**src/rtl/board_ctrl.sv**
```systemverilog
// board_ctrl: push-button synchronise/debounce, CPU clock-enable generation
// (run / divide / single-step / halt) and a paged hex-display snapshot of the CPU result.
module board_ctrl #(
  parameter int unsigned DATA_W    = 32,
  parameter int unsigned DIV_W     = 25,
  parameter int unsigned NUM_KEYS  = 2,
  parameter int unsigned DB_CYCLES = 50000
) (
  input  logic                     clk,
  input  logic                     rst,
  input  logic [NUM_KEYS-1:0]      key_n,
  input  logic [1:0]               mode,
  input  logic [$clog2(DIV_W)-1:0] div_sel,
  input  logic [DATA_W-1:0]        data_in,
  output logic                     cpu_en,
  output logic [NUM_KEYS-1:0]      key_level,
  output logic [NUM_KEYS-1:0]      key_press,
  output logic [23:0]              disp_data,
  output logic                     disp_page,
  output logic [15:0]              step_count
);

  localparam int unsigned SEL_W = $clog2(DIV_W);
  localparam int unsigned DB_W  = $clog2(DB_CYCLES + 1);

  localparam logic [1:0] MODE_RUN  = 2'b00;
  localparam logic [1:0] MODE_DIV  = 2'b01;
  localparam logic [1:0] MODE_STEP = 2'b10;
  localparam logic [1:0] MODE_HALT = 2'b11;

  logic [NUM_KEYS-1:0]           sync1;
  logic [NUM_KEYS-1:0]           sync2;
  logic [NUM_KEYS-1:0]           pressed;
  logic [NUM_KEYS-1:0][DB_W-1:0] db_cnt;
  logic [NUM_KEYS-1:0][DB_W-1:0] db_cnt_nx;
  logic [NUM_KEYS-1:0]           level_nx;
  logic [NUM_KEYS-1:0]           press_nx;

  logic [1:0]        mode_q;
  logic [SEL_W-1:0]  div_q;
  logic [SEL_W-1:0]  sel_eff;
  logic [DIV_W-1:0]  tick;
  logic [DIV_W-1:0]  tick_nx;
  logic [DIV_W-1:0]  tick_max;
  logic              changed;
  logic              en_nx;
  logic [DATA_W-1:0] snap;

  assign pressed = ~sync2;

  // Per-key debounce: level flips once the raw value has disagreed for DB_CYCLES cycles
  always_comb begin
    db_cnt_nx = '0;
    level_nx  = key_level;
    press_nx  = '0;
    for (int i = 0; i < NUM_KEYS; i++) begin
      if (pressed[i] != key_level[i]) begin
        if (db_cnt[i] == DB_W'(DB_CYCLES - 1)) begin
          level_nx[i] = pressed[i];
          press_nx[i] = pressed[i];
        end else begin
          db_cnt_nx[i] = db_cnt[i] + 1'b1;
        end
      end
    end
  end

  // Out-of-range divide exponents saturate at the largest legal one
  assign sel_eff  = (div_sel >= SEL_W'(DIV_W - 1)) ? SEL_W'(DIV_W - 1) : div_sel;
  assign tick_max = (DIV_W'(1) << sel_eff) - DIV_W'(1);
  assign changed  = (mode != mode_q) || (div_sel != div_q);

  always_comb begin
    en_nx   = 1'b0;
    tick_nx = '0;
    case (mode)
      MODE_RUN:  en_nx = 1'b1;
      MODE_DIV: begin
        // A mode/divider change restarts the period and swallows any due pulse
        if (!changed) begin
          if (tick == tick_max) en_nx = 1'b1;
          else                  tick_nx = tick + 1'b1;
        end
      end
      MODE_STEP: en_nx = key_press[0];
      MODE_HALT: en_nx = 1'b0;
      default:   en_nx = 1'b0;
    endcase
  end

  always_ff @(posedge clk or negedge rst) begin
    if (!rst) begin
      sync1      <= '1;
      sync2      <= '1;
      db_cnt     <= '0;
      key_level  <= '0;
      key_press  <= '0;
      mode_q     <= '0;
      div_q      <= '0;
      tick       <= '0;
      cpu_en     <= 1'b0;
      step_count <= '0;
      snap       <= '0;
      disp_page  <= 1'b0;
    end else begin
      sync1     <= key_n;
      sync2     <= sync1;
      db_cnt    <= db_cnt_nx;
      key_level <= level_nx;
      key_press <= press_nx;
      mode_q    <= mode;
      div_q     <= div_sel;
      tick      <= tick_nx;
      cpu_en    <= en_nx;
      if (cpu_en) begin
        step_count <= step_count + 16'd1;
        snap       <= data_in;
      end
      disp_page <= disp_page ^ key_press[NUM_KEYS-1];
    end
  end

  assign disp_data = disp_page ? 24'(snap >> 24) : snap[23:0];

endmodule

```
**config.mk**
```make
export PLATFORM = sky130hd
export DESIGN_NAME = board_ctrl
export DESIGN_NICKNAME = d
export VERILOG_FILES = /design/src/rtl/board_ctrl.sv
export SDC_FILE = /design/constraint.sdc
export NUM_CORES = 1
export LEC_CHECK = 0
export BUFFER_PORTS_ARGS = -buffer_cell sky130_fd_sc_hd__buf_2
export CAP_MARGIN = 25
export CORE_ASPECT_RATIO = 0.8
export CORE_MARGIN = 2
export CORE_UTILIZATION = 25
export CTS_CLUSTER_DIAMETER = 80
export DETAILED_ROUTE_END_ITERATION = 7
export GPL_TIMING_DRIVEN = 0
export PLACE_DENSITY = 0.39
export SETUP_SLACK_MARGIN = 0.02
export SKIP_LAST_GASP = 1
export SLEW_MARGIN = 20
export SYNTH_ARGS = -nofsm -noshare
export SYNTH_HDL_FRONTEND = slang
export SYNTH_SLANG_ARGS = --single-unit
```
**constraint.sdc**
```tcl
create_clock -name clk -period 4.1 [get_ports clk]
set_input_delay 0.41 -clock clk [delete_from_list [all_inputs] [get_ports clk]]
set_output_delay 0.41 -clock clk [all_outputs]
set_load 0.03 [all_outputs]
```
=== Word-level counts from Yosys, hierarchy flattened ===
Cells that the tools add are included.

* Register bits after elaboration: 122
* Bits of input ports: 43
* Output and inout port bits: 46
* Logic and storage cells: 53

* Add/sub/neg operators: 5
* $lt $le $gt $ge: 1
* Equality and inequality tests: 10
* Shift operators: 1
* Muxes and demuxes: 16
* Bitwise gates (word level): 2
* Reduce and logical (&&, ||, !) cells: 4

{| class="wikitable"
|+ Operators with widths
! operator !! count
|-
| 2-to-1 mux 25 bit || 3
|-
| 2-to-1 mux 16 bit || 4
|-
| adder 16 x 1 -> 16 bit (second input constant) || 3
|-
| == test 16 bit (second input constant) || 2
|-
| adder 25 x 1 -> 25 bit (second input constant) || 1
|-
| == test 25 bit || 1
|-
| left shift 1 x 5 -> 25 bit (first input constant) || 1
|-
| subtractor 25 x 2 -> 25 bit (second input constant) || 1
|-
| 2-to-1 mux 24 bit || 1
|-
| 2-to-1 mux 1 bit || 6
|-
| greater-or-equal comparator 5 bit (second input constant) || 1
|-
| 2-to-1 mux 5 bit || 1
|-
| inequality test 5 bit || 1
|-
| == test 2 bit (second input constant) || 2
|-
| one-hot mux 1 bit (4 select lines) || 1
|-
| AND reduction 2 bit || 2
|-
| == test 2 x 1 -> 1 bit (second input constant) || 1
|-
| logical NOT 2 bit || 1
|-
| inequality test 1 bit || 2
|-
| inequality test 2 bit || 1
|-
| NOT 2 bit || 1
|-
| logical OR 1 bit || 1
|-
| XOR 1 bit || 1
|}

=== Depth between registers and ports, before layout ===
* Depth after elaboration: 8
* Gate-level depth with buffers: 14
* Depth with buffers taken out: 10

=== Least setup slack after synthesis ===
No wires, ideal clock.

* Path type: input port to flip-flop
* Start: in div_sel[4]
* End: reg tick[18]
* Setup time: 0.119 ns
* Data arrival time: 3.055 ns
* Data required time: 3.981 ns
* Setup slack: 0.927 ns
* Cell stages on the path: 14
* Path buffers: 5
* Path through: clkbuf_1 > clkbuf_1 > nor2_1 > nand2_1 > ha_1 > clkbuf_1 > clkbuf_1 > nand3_1 > o211ai_1 > xor2_1 > a2111oi_0 > a41o_1 > buf_6 > nor2_1

* Word-level cells in the longest chain between the ends: 8
* Elaborated cells between the ends (all ways): 10
* Those cells by class: add/sub (1); order compare (1); eq/ne (2); shift (1); mux (4); reduce/logical (1)

{| class="wikitable"
|+ RTL lines
! what !! RTL line !! source
|-
| from (decl) || 13 || <nowiki>input logic [$clog2(DIV_W)-1:0] div_sel,</nowiki>
|-
| greater-or-equal comparator 5 bit || 69 || <nowiki>assign sel_eff = (div_sel >= SEL_W'(DIV_W - 1)) ? SEL_W'(DIV_W - 1) : div_sel;</nowiki>
|-
| 2-to-1 mux 5 bit || 69 ||
|-
| left shift 1 x 5 -> 25 bit || 70 || <nowiki>assign tick_max = (DIV_W'(1) << sel_eff) - DIV_W'(1);</nowiki>
|-
| subtractor 25 x 2 -> 25 bit || 70 ||
|-
| == test 25 bit || 81 || <nowiki>if (tick == tick_max) en_nx = 1'b1;</nowiki>
|-
| 2-to-1 mux 25 bit || 81 ||
|-
| 2-to-1 mux 25 bit (*) || 80 || <nowiki>if (!changed) begin</nowiki>
|-
| 2-to-1 mux 25 bit (*) || 76 || <nowiki>case (mode)</nowiki>
|-
| named net tick_nx[18] || 43 || <nowiki>logic [DIV_W-1:0] tick_nx;</nowiki>
|-
| to (signal assigned) || 113 || <nowiki>tick <= tick_nx;</nowiki>
|-
| to (decl) || 42 || <nowiki>logic [DIV_W-1:0] tick;</nowiki>
|}

The timed path passes the listed nets; every way through them passes the cells marked *.
A chain may end at the register's enable or synchronous reset.

=== Final worst setup path ===
* Start: in div_sel[4]
* End: reg tick[6]

The elaborated chain is that of the path after synthesis.

==> metrics.cfg <==
[placement]
io_buffers=88
dp_hpwl_um=11180
routabilityCongestion=0.8269
placed_cells=1010
preCtsSetupSlack_ns=-0.4395

[die]
num_rows=51
die_h_um=144.7
die-area_um2=26030
start_util=0.2545
io_pins=89
die_w_um=179.9
core_area_um2=24310

[timing]
setup_ws_ns=0.2024
slew_violations=0
rsz0062_at_grt=false
skew_ns=0.01442
fmax_ghz=0.2566
fin_crit_ns=3.898
worst_pin_slew_ns=0.6150
slew_headroom=0.5890
fin_crit_sh=0.9506
fin_hold_ws_ns=0.08337
finalSetupViolations=0
final_hold_viol_count=0

[hold_path]
hold_class=input pin to flip-flop

[critical_path]
crit_path_frequent_cell=clkbuf_1
worstPathCellList=buf_2, clkbuf_1, clkbuf_1, nor2_1, nand2_1, ha_1, clkbuf_1, clkbuf_2, nand3_1, o211ai_1, xor2_1, a2111oi_1, a41o_1, buf_6, nor2_1
worstSetupEndpointType=flip-flop
required_ns=4.41
cpMaxStageDelayCell=a2111oi_1
crit_buf_inv=6
cp_max_fo=10
cp-start-kind=input pin
slowest_delay_ns=0.57
crit_type=input pin to flip-flop
crit_family=buffers and inverters
arrival_ns=4.20

[yosys]
post-synth-top-count-cell=dfrtp_1
synth_async_sr_flop_share=1.000
synth_seq_cells=122
yosys.cell_types.count=52
synth_area_leaders=dfrtp_1, mux2_2, xnor2_1
synth-compound-area-share=0.05197
synth_nets=651
synth_top_family_by_area=simple AND/OR/NAND/NOR gates
syn_avg_cell_area_um2=10.26
synth_xor_area_frac=0.1310
yosysTopAreaCell=dfrtp_1
yosysWarningCount=0
ys.flop_type=dfrtp_1
synth_seq_area_share=0.4942
netlist_area_um2=6187
synth_top_area_frac=0.4772
synth_simple_gate_area_frac=0.2131
syn_inst=603
synth_common_cells=dfrtp_1, nor2_1, xnor2_1
synth.area.mux_share=0.07644
synth_edf_count=0
synth_adder_area_share=0.01011

[detailed_routing]
totalWireLength_um=15620
dr_total_vias=4711
firstDrtPassIters=4
vias_per_cell=4.521
drcViolationCount=0
ant_nets=0
wl_per_cell_um=14.99
drtIter0Drc=291

[finish]
diodes=0
num-fill-cells=2482
nNetsFinal=760
stdcell_count=1042
drive_gt1_frac=0.2445
area_delta_synth_final_pct=24.08
utilization=0.3158

[cts]
cts_sinks=122
clock_latency_ns=0.43
numCtsBuffers=17
cts_tree=yes
root_buffer=clkbuf_16
cts.path.max_buffers=2
clk_pin_slew_ns=0.06
htree_levels=4
cts_setup_buffers=0

[global_routing]
grt_util_all_layers=0.1252
grt_pass1_wl_um=25410
grt_pass1_vias=4719
grt_max_degree=73
antenna_found_initial=0
overflow=0

[pwr]
powerDensity_nw_per_um2=438.1
p_total_mw=3.364
power_leakage_nw=3.285
vdd_drop_max_v=0.0002366

[run_status]
run_status=complete, no violations

[flow_run]
max_cap_viol_count=0

through the flow:
| step | area [µm²] | setup TNS, ns |
|---|---|---|
| after floorplan | 6187 | 0 |
| after global placement | 7025 | -13.63 |
| after detailed placement | 7063 | -10.04 |
| after CTS | 7676 | 0 |
| after global routing | 7677 | 0 |
| final | 7677 | 0 |
final timing paths:
kind	cells after the start	from	slack [ns]	endpoint
max reg2reg	9	tick[10]	1.49	tick[6]
min in group asynchronous	2	rst	0.48	tick[18]
min reg2reg	0	sync1[1]	0.36	sync2[1]
max	15	div_sel[4]	0.20	tick[6]
min	1	key_n[1]	0.08	sync1[1]
max in group asynchronous	3	rst	2.89	snap[4]
layout by cell type (no fill, tap or decap), types with 3 or more instances in the layout:
master	instances
a211oi_1	3
a21oi_1	7
and3_1	18
buf_1	3
buf_2	90
bufinv_16	3
clkbuf_1	20
clkbuf_16	17
clkinv_2	4
clkinvlp_4	4
dfrtp_1	118
dfstp_2	4
ha_1	5
inv_1	4
mux2_2	42
nand2_1	42
nand2b_1	5
nand3_1	32
nand3b_1	3
nand4_1	15
nor2_1	81
nor2b_1	20
nor3_1	12
nor4_1	5
nor4b_1	4
o21ai_0	18
or2_2	4
or3_1	5
xnor2_1	47
xor2_1	43
registers in the layout (all words and copies together), names as in the netlist:
register,cells
db_cnt,32
snap,32
tick,25
step_count,16
div_q,5
key_level,2
key_press,2
mode_q,2
sync1,2
sync2,2
cpu_en,1
disp_page,1
area by class of cell:
| cell class | count | area (µm²) | area share |
|---|---|---|---|
| sequential | 122 | 3058 | 0.3983 |
| multi-input combinational | 448 | 2988 | 0.3892 |
| timing repair buffer | 90 | 488.0 | 0.06356 |
| clock buffer | 19 | 452.9 | 0.05900 |
| tap | 318 | 397.9 | 0.05183 |
| clock inverter | 12 | 148.9 | 0.01939 |
| buffer | 29 | 128.9 | 0.01679 |
| inverter | 4 | 15.01 | 0.001956 |
report_power, final:
part	leakage, nW	total, mW	switching (mW)	internal [mW]
Clock	0.287	1.54	0.563	0.979
Sequential	1.59	1.35	0.0596	1.29
Combinational	1.41	0.470	0.294	0.177
metal layers:
| layer | global-route usage | up-vias | part of all wire |
|---|---|---|---|
| met2 | 0.1787 | 114 | 0.41 |
| met4 | 0.04236 | 0 | 0.014 |
| met3 | 0.03529 | 13 | 0.055 |
| met1 | 0.1808 | 2288 | 0.52 |
| li1 | - | 2296 | - |
| met5 | 0 | - | 0 |
worst register-to-register path, stage by stage, from the launching register on:
cell and delay [ns]:
dfrtp_1 0.35, clkbuf_1 0.25, or4_1 0.57, a21oi_1 0.14, a311oi_1 0.06, o21ai_0 0.24
o22a_1 0.22, a41o_1 0.41, buf_6 0.20, nor2_1 0.06
repair_timing:
action / CTS / global route
setup endpoints to repair: 20 / 25
hold endpoints to repair: 46 / 0
resized for setup: 1 / 2
hold buffers: 1 / 0
kinds of logic (layout without fill, tap and decap cells):
kind of cell | Yosys count | count (layout)
compound gates | 49 | 49
xor+xnor | 91 | 91
fa+ha+maj | 5 | 5
buf+inv | 33 | 154
flops | 122 | 122
mux | 42 | 42
simple gates | 261 | 261
Note: power is estimated with default switching activity, not from simulation.
